### config.mk
export PLATFORM = sky130hd
export DESIGN_NAME = cpu4_ifetch
export DESIGN_NICKNAME = d
export VERILOG_FILES = /design/src/rtl/cpu4_ifetch.sv
export SDC_FILE = /design/constraint.sdc
export NUM_CORES = 1
export LEC_CHECK = 0
export ABC_AREA = 1
export CORE_MARGIN = 5
export CORE_UTILIZATION = 59
export CTS_BUF_LIST = sky130_fd_sc_hd__clkbuf_4
export DETAILED_ROUTE_END_ITERATION = 7
export GPL_TIMING_DRIVEN = 1
export HOLD_SLACK_MARGIN = 0.15
export PLACE_DENSITY_LB_ADDON = 0.3
export RECOVER_POWER = 25
export SLEW_MARGIN = 20
export SYNTH_ARGS = -nofsm -noshare
export SYNTH_HDL_FRONTEND = slang
export SYNTH_SLANG_ARGS = --single-unit
### constraint.sdc
create_clock -name clk -period 11.4 [get_ports clk]
set_input_delay 2.28 -clock clk [delete_from_list [all_inputs] [get_ports clk]]
set_output_delay 2.28 -clock clk [all_outputs]
set_load 0.02 [all_outputs]
### src/rtl/cpu4_ifetch.sv
// Instruction fetch: one outstanding imem read at a time, buffering {pc, word} pairs for the datapath.
// Latency: imem_ack in cycle n shows up as instr_valid in cycle n+1 when the buffer was empty.
// Backpressure: instr_ready low stalls the buffer; new requests issue only while count + outstanding <= FIFO_DEPTH.
module cpu4_ifetch #(
    parameter logic [31:0] RESET_PC   = 32'h0000_0000,
    parameter int          FIFO_DEPTH = 2
) (
    input  logic        clk,
    input  logic        reset,
    output logic        imem_req,
    output logic [31:0] imem_addr,
    input  logic        imem_ack,
    input  logic [31:0] imem_rdata,
    input  logic        redirect,
    input  logic [31:0] redirect_pc,
    output logic        instr_valid,
    output logic [31:0] instr,
    output logic [31:0] instr_pc,
    input  logic        instr_ready
);

    localparam int AW = $clog2(FIFO_DEPTH);
    localparam logic [AW:0] DEPTH = (AW+1)'(FIFO_DEPTH);

    typedef enum logic [1:0] {IDLE, REQ, DROP} state_t;

    state_t        state, state_nxt;
    logic [31:0]   fetch_pc, fetch_nxt;
    logic [31:0]   pend_pc, pend_nxt;
    logic [31:0]   target;
    logic [31:0]   pc_mem   [FIFO_DEPTH];
    logic [31:0]   word_mem [FIFO_DEPTH];
    logic [AW-1:0] rd_ptr, wr_ptr;
    logic [AW:0]   count, count_nxt;
    logic          push, pop;

    assign target      = {redirect_pc[31:2], 2'b00};
    assign imem_req    = (state != IDLE);
    assign imem_addr   = fetch_pc;
    assign instr_valid = (count != '0);
    assign instr       = instr_valid ? word_mem[rd_ptr] : 32'h0;
    assign instr_pc    = instr_valid ? pc_mem[rd_ptr]   : 32'h0;

    // During DROP the outstanding address stays on imem_addr; the redirect target waits in pend_pc.
    always_comb begin
        push      = (state == REQ) && imem_ack && !redirect;
        pop       = instr_valid && instr_ready && !redirect;
        count_nxt = count + (AW+1)'(push) - (AW+1)'(pop);
        state_nxt = state;
        fetch_nxt = fetch_pc;
        pend_nxt  = pend_pc;
        case (state)
            IDLE: begin
                if (redirect)
                    fetch_nxt = target;
                else if (count_nxt < DEPTH)
                    state_nxt = REQ;
            end
            REQ: begin
                if (redirect) begin
                    if (imem_ack) begin
                        state_nxt = IDLE;
                        fetch_nxt = target;
                    end else begin
                        state_nxt = DROP;
                        pend_nxt  = target;
                    end
                end else if (imem_ack) begin
                    fetch_nxt = fetch_pc + 32'd4;
                    state_nxt = (count_nxt < DEPTH) ? REQ : IDLE;
                end
            end
            DROP: begin
                if (imem_ack) begin
                    state_nxt = IDLE;
                    fetch_nxt = redirect ? target : pend_pc;
                end else if (redirect) begin
                    pend_nxt = target;
                end
            end
            default: state_nxt = IDLE;
        endcase
    end

    always_ff @(posedge clk) begin
        if (reset) begin
            state    <= IDLE;
            fetch_pc <= RESET_PC;
            pend_pc  <= RESET_PC;
            rd_ptr   <= '0;
            wr_ptr   <= '0;
            count    <= '0;
        end else begin
            state    <= state_nxt;
            fetch_pc <= fetch_nxt;
            pend_pc  <= pend_nxt;
            if (redirect) begin
                rd_ptr <= '0;
                wr_ptr <= '0;
                count  <= '0;
            end else begin
                if (push) wr_ptr <= wr_ptr + 1'b1;
                if (pop)  rd_ptr <= rd_ptr + 1'b1;
                count <= count_nxt;
            end
        end
    end

    // Storage needs no reset: the head is masked by instr_valid.
    always_ff @(posedge clk) begin
        if (push && !reset) begin
            pc_mem[wr_ptr]   <= fetch_pc;
            word_mem[wr_ptr] <= imem_rdata;
        end
    end

endmodule

==> flow_metrics.env <==
export IMPL_outcome="completed"
export IMPL_grt_pass1_vias=7663
export IMPL_tritoncts="built"
export IMPL_drive_gt1_share_pct=5.36
export IMPL_synth_edf_count=128
export IMPL_final_max_slew_violation_count=0
export IMPL_root_buffer="clkbuf_4"
export IMPL_start_util_pct=59.8
export IMPL_synth_seq_area_share_pct=55.7
export IMPL_syn2layout_area_growth_pct=21.4
export IMPL_worstSkewPairLatency_ns=0.59
export IMPL_holdBufCountCts=0
export IMPL_cap_violations=0
export IMPL_ys_warn_count=0
export IMPL_power_density_nw_per_um2=133
export IMPL_vdd_drop_max_uv=75.2
export IMPL_clock_sinks=199
export IMPL_worst_pin_slew_ns=1.04
export IMPL_ys_ff_latch=199
export IMPL_die_h_um=137
export IMPL_crit_path_max_fanout=65
export IMPL_post_cts_setup_buffers=0
export IMPL_core_region_area_um2=15800
export IMPL_syn_avg_cell_area_um2=8.25
export IMPL_globalRouteTotalUtil_pct=25.8
export IMPL_endpoint_kind="output port"
export IMPL_relSlewSlack_pct=30.6
export IMPL_rsz0062_at_grt="no"
export IMPL_finalHoldViolations=0
export IMPL_grt_first_pass_wirelength_um=37700
export IMPL_fin_skew_ns=0.0251
export IMPL_async_reset_ff_share_pct=0
export IMPL_via_count=8280
export IMPL_ant_nets=0
export IMPL_crit_buf_inv=3
export IMPL_path_delay_family="buffers and inverters"
export IMPL_setup_tns_ns=0
export IMPL_min_from="pend_pc[0]"
export IMPL_drc=0
export IMPL_setup_viol=0
export IMPL_final_area_um2=11500
export IMPL_syn_area_um2=9460
export IMPL_slowest_stage="clkinv_2"
export IMPL_grt_max_degree=66
export IMPL_overflow=0
export IMPL_synth_most_common_cell="nand2_1"
export IMPL_layout_cells_non_filler=1504
export IMPL_hp_class="reg -> reg"
export IMPL_drt_total_wl_um=24100
export IMPL_htreeDepth=4
export IMPL_gp_congestion=0.917
export IMPL_final_core_util_pct=72.6
export IMPL_path_cells="buf_4 -> clkinv_2 -> nand2_1 -> a21oi_1 -> clkdlybuf4s50_1"
export IMPL_critPathArrivalTime_ns=3.42
export IMPL_dpl_hpwl_um=15200
export IMPL_first_pass_iters=5
export IMPL_yosysTopAreaCell="edfxtp_1"
export IMPL_synth_flop_cell="edfxtp_1"
export IMPL_die_w_um=137
export IMPL_synth_top_area_share_pct=40.6
export IMPL_drtIter0Drc=729
export IMPL_worstSetupStartpointType="flop"
export IMPL_placed_area_um2=11200
export IMPL_postCtsResizedCells=0
export IMPL_holdWs_ns=0.484
export IMPL_port_buffers=164
export IMPL_wire_per_inst_um=16.0
export IMPL_r2r_start="state[1]"
export IMPL_clk_pin_slew_ns=0.15
export IMPL_crit_type="reg -> out"
export IMPL_clk_path_buf_depth=2
export IMPL_cts_buffers=17
export IMPL_max_freq_ghz=0.175
export IMPL_avgViaCountPerCell=5.51
export IMPL_place_inst=1471
export IMPL_synth_cells=1146
export IMPL_antenna_found_initial=1
export IMPL_fin_crit_sh_pct=50.0
export IMPL_synth_area_leaders="edfxtp_1 (41%), nand2_1 (16%), dfxtp_1 (15%)"
export IMPL_period_minus_slack_ns=5.70
export IMPL_io_pins=167
export IMPL_synthTopCellsByCount="nand2_1 (411), a21oi_1 (179), edfxtp_1 (128)"
export IMPL_yosys_cell_types_count=36
export IMPL_critPathMaxStageDelay_ns=0.94
export IMPL_rows=46
export IMPL_syn_nets=1222
export IMPL_crit_required_ns=9.12
export IMPL_leakage_uw=0.00419
export IMPL_dieArea_um2=18700
export IMPL_fin_nets=1350
-- placed cells by master, fill, tap and decap left out, types with 9 or more instances in the layout --
cell type	Yosys	final
edfxtp_1	128	128
clkdlybuf4s50_1	0	141
inv_1	31	31
nor2_1	111	109
dlygate4sd3_1	0	23
nand3_1	22	22
a21oi_1	179	179
a31oi_1	9	9
buf_4	0	9
nand2_1	411	411
o21ai_0	52	52
clkbuf_4	0	17
dfxtp_1	71	70
-- per-stage QoR --
stage	power (uW)	setup slack, ns
2_1_floorplan	1040	3.61
3_3_place_gp	1160	6.43
3_5_place_dp	1160	6.40
4_1_cts	1540	5.86
5_1_grt	1600	5.39
6_report	1530	5.70
-- routing by layer --
metal | vias to the layer above | GRT usage (%) | wire length (um)
met5 | - | 0 | 0
met4 | 0 | 9.46 | 456
met3 | 52 | 5.26 | 2320
met2 | 358 | 43.3 | 11600
met1 | 3787 | 33.2 | 9740
li1 | 4083 | - | -
-- power by group --
| group | internal (uW) | switching (uW) | total, uW | leakage [uW] |
|---|---|---|---|---|
| logic | 117 | 174 | 290 | 0.00229 |
| registers | 809 | 50.8 | 860 | 0.00175 |
| clock network | 136 | 246 | 382 | 0.000159 |
| total | 1060 | 470 | 1530 | 0.00419 |
-- cells by family after synthesis --
kind of cell / Yosys count / synth area share [%]
AOI/OAI and AO/OA: 260 / 14.2
xor gates and xnor gates: 8 / 0.741
adders and majority gates: 7 / 0.926
buffers and inverters: 103 / 4.40
DFF: 199 / 55.7
and+or+nand+nor: 569 / 24.0
-- cell type report --
type	count	area [um^2]
sequential	199	5270
timing repair buffer	173	1710
clock inverter	15	166
fill	1177	4340
tap	216	270
clock buffer	17	128
inverter	39	148
antenna	1	2.50
multi-input combinational	844	3800
-- path summary, 6_finish.rpt --
| check | endpoint | slack, ns | cells past startpoint |
|---|---|---|---|
| setup / recovery | instr_pc[9] | 5.70 | 5 |
| setup reg to reg | state[0] | 7.62 | 14 |
| hold / removal | pend_pc[0] | 0.48 | 2 |
| hold reg to reg | pend_pc[0] | 0.48 | 2 |
-- state kept, by name (all words and copies together) (netlist names), named ones only --
name,count
pc_mem,64
word_mem,64
imem_addr,32
pend_pc,32
count,2
state,2
rd_ptr,1
wr_ptr,1
-- worst register-to-register path: stages, from the launching register on --
cell and delay, ns:
dfxtp_1 0.37, inv_1 0.09, ha_1 0.78, inv_2 0.38
nor2_1 0.29, buf_4 0.24, nand2_1 0.16, ha_1 0.33
inv_1 0.05, ha_1 0.18, xor2_1 0.21, nand2_1 0.10
o21ai_0 0.23, o21ai_0 0.13, a21oi_1 0.20
Power figures use the tool's default switching activity.
==> variant 1 (same settings) <==
Change the parameter `FIFO_DEPTH` from 2 to 4.
--- a/src/rtl/cpu4_ifetch.sv
+++ b/src/rtl/cpu4_ifetch.sv
@@ -5,3 +5,3 @@
     parameter logic [31:0] RESET_PC   = 32'h0000_0000,
-    parameter int          FIFO_DEPTH = 2
+    parameter int          FIFO_DEPTH = 4
 ) (
Function: changed (Yosys sat finds a counterexample within 4 cycles, from zero or initial values and one cycle with reset high).
==> variant 1 against the original RTL <==
Synthesized area rose by 57%; utilization fell by 1.6 points; fmax fell by 6.7%; critical path depth rose by 2; die area rose by 53%; via count rose by 46%; cell area rose by 55%; count of clock-buffer cells in the layout rose by 97; power rose by 80%; hold slack got worse by 17 ps; wire length rose by 54%; setup slack got worse by 410 ps; sequential cell count rose by 132; critical endpoint is now instr_pc[16]; largest power group unchanged.
==> variant 1: results (changes against the original RTL) <==
Outcome - finished clean (unchanged)
Largest regs - pc_mem x128, word_mem x128 (was pc_mem x64, word_mem x64)
Mapped Nets - 1,667 (was 1,222)
H-tree levels - 3 (was 4)
Pre-antenna DRT Iters - 6 (was 5)
TritonCTS buffer count - 82 (was 17)
Sw frac - 0.269 (was 0.307)
Clock group share of total power - 0.364 (was 0.249)
Clk buf depth - 3 (was 2)
Fill count - 1,821 (was 1,177)
Placed Area - 0.0167 mm^2 (was 0.0112 mm^2)
Final Non-Filler Cells - 2,149 (was 1,504)
Fraction of layout cells with a size suffix above 1 - 0.109 (was 0.0536)
Mapped Avg Cell Area - 9.38 um^2 (was 8.25 um^2)
DR iter-0 viols - 897 (was 729)
GR Layer Usage met2 - 0.440 (was 0.433)
WL met2 - 18,400 um (was 11,600 um)
Worst hold slack - 467 ps (was 484 ps)
Reg2Reg Depth - 19 (was 14)
Routed via count divided by cell count - 5.61 (was 5.51)
Final Skew - 47.3 ps (was 25.1 ps)
Total power draw - 2.76 mW (was 1.53 mW)
Slew @ Worst Pin - 1120 ps (was 1040 ps)
Reg-to-reg setup timing slack - 7300 ps (was 7620 ps)
Nets@finish - 1,839 (was 1,350)
[variant 1: worst max-delay path by stage]
| stage | end | slack (ps) | depth (start not counted) |
|---|---|---|---|
| after global routing | instr_pc[16] | 5110 | 7 |
| after detailed placement | state[1] | 5520 | 17 |
| after global placement | state[1] | 5600 | 17 |
| after CTS | instr_pc[16] | 5250 | 7 |
| final | instr_pc[16] | 5290 | 7 |
| after floorplan | pc_mem[0][0] | 5230 | 6 |
[variant 1: cells by family after synthesis]
logic type | after synthesis | share of synthesized area
buffers and inverters | 149 | 0.0406
AOI/OAI and AO/OA | 386 | 0.136
xor gates and xnor gates | 11 | 0.00648
DFF | 331 | 0.618
and+or+nand+nor | 697 | 0.188
adders and majority gates | 12 | 0.0106
[variant 1: layout make-up]
class                   count  area (um^2)  share of cell area
clock buffers             114          856              0.0482
multi-input cells        1106         5110               0.288
clock inverters            30          211              0.0119
well taps                 330          413              0.0232
inverters                  56          211              0.0119
repair buffers            181         1770              0.0995
diodes                      1         2.50            0.000141
flip-flops and latches    331         9190               0.517
==> variant 2 (same settings) <==
Made on the original files. The 3 states of `state_t` get a one-hot encoding in 3 bits.
--- a/src/rtl/cpu4_ifetch.sv
+++ b/src/rtl/cpu4_ifetch.sv
@@ -24,3 +24,3 @@
 
-    typedef enum logic [1:0] {IDLE, REQ, DROP} state_t;
+    typedef enum logic [2:0] {IDLE = 3'b001, REQ = 3'b010, DROP = 3'b100} state_t;
 
Check against the original RTL: same outputs for any inputs over 4 cycles, from zero or initial values and one cycle with reset high; so few cycles prove little.
==> variant 2 against the original RTL <==
Synthesized cell count fell by 13%; setup slack improved by 35 ps; cell area fell by 4.9%; synthesized area fell by 5.1%; fmax rose by 0.62%; non-clock buffer count fell by 5; critical path depth did not move; wire length fell by 10%; via count fell by 10%; hold slack got worse by 28 ps; clock power fell by 4%; sequential cell count rose by 1; power rose by 12%; largest cell class unchanged.
==> variant 2: results (changes against the original RTL) <==
Post-synthesis compound-gate area fraction - 0.135 (was 0.142)
Placer Congestion - 0.898 (was 0.917)
Vias in the first global route - 6,673 (was 7,663)
Peak supply drop - 0.0000941 V (was 0.0000752 V)
Fraction of layout cells with a size suffix above 1 - 0.0626 (was 0.0536)
Relative slew slack - 0.379 (was 0.306)
Comb_multi_in - 663 (was 844)
Post-Synth XOR/XNOR Area - 0.00293 (was 0.00741)
Diode count - 2 (was 1)
Mapped Nets - 1,071 (was 1,222)
Commonest cells post-synth - nand2_1 (246), a21oi_1 (132), edfxtp_1 (128) (was nand2_1 (411), a21oi_1 (179), edfxtp_1 (128))
Nets@finish - 1,209 (was 1,350)
Layout overhead on the synthesized area - 21.7% (was 21.4%)
Reg-to-reg setup timing slack - 8290 ps (was 7620 ps)
Reg2reg end - state[0] (unchanged)
Worst skew pair latency - 570 ps (was 590 ps)
First-pass GRT wire length - 33,900 um (was 37,700 um)
Hold endpoint - pend_pc[0] (unchanged)
NonClk Buf Share - 0.153 (was 0.149)
Outcome - finished clean (unchanged)
Drt wl/cell - 16.1 um (was 16.0 um)
Pre-antenna DRT Iters - 6 (was 5)
Non-clk invs - 87 (was 39)
Hpwl dp - 14,200 um (was 15,200 um)
Buffers excl. clock - 168 (was 173)
Cells after Synth - 999 (was 1,146)
DR iter-0 viols - 775 (was 729)
Final period utilization - 0.497 (was 0.500)
Leak - 3.99 nW (was 4.19 nW)
P_sw - 0.579 mW (was 0.470 mW)
Gr usage total - 0.236 (was 0.258)
Pre-CTS WS - 5760 ps (was 6400 ps)
Final Skew - 21.0 ps (was 25.1 ps)
PD cells - 158 mW/mm^2 (was 133 mW/mm^2)
ClkCell Share - 0.0250 (was 0.0256)
CLK BUF - 19 (was 17)
Reg-to-reg startpoint - state[1] (unchanged)
Largest regs - pc_mem x64, word_mem x64 (unchanged)
Vias - 7,430 (was 8,280)
Initial antenna violation count - 0 (was 1)
Synthesis-stage register bit count - 200 (was 199)
Worst hold slack - 457 ps (was 484 ps)
Fill count - 1,146 (was 1,177)
Post-synth ARST share - 0 (unchanged)
Cells after DPL - 1,306 (was 1,471)
Register area share after synthesis - 0.589 (was 0.557)
Seq. cell area - 0.00529 mm^2 (was 0.00527 mm^2)
CP top delay family - buffers and inverters (unchanged)
Routed via count divided by cell count - 5.54 (was 5.51)
Fraction of area in multi-input gates - 0.286 (was 0.331)
Cts repair resizes - 0 (unchanged)
Reg2Reg Depth - 15 (was 14)
-- variant 2: cell types whose count changed after synthesis, moves of 14 or more --
cell and delta:
nand2_1 -165, inv_1 +50, nor2_1 -48, a21oi_1 -47
nand3_1 +44, o21ai_0 +16, clkbuf_1 -14
-- variant 2: power groups by stage --
stage / registers [mW] / logic, mW / clock network [mW]
2_1_floorplan: 0.973 / 0.211 / 0
3_3_place_gp: 0.958 / 0.396 / 0
3_5_place_dp: 0.962 / 0.404 / 0
4_1_cts: 0.946 / 0.407 / 0.371
5_1_grt: 0.958 / 0.444 / 0.397
6_report: 0.949 / 0.406 / 0.367
-- variant 2: metal layers --
metal	vias to the layer above	track usage	share of wire
met5	-	0	0
met4	0	0.0623	0.017
met3	33	0.0476	0.081
met2	300	0.382	0.47
met1	3434	0.330	0.43
li1	3663	-	-
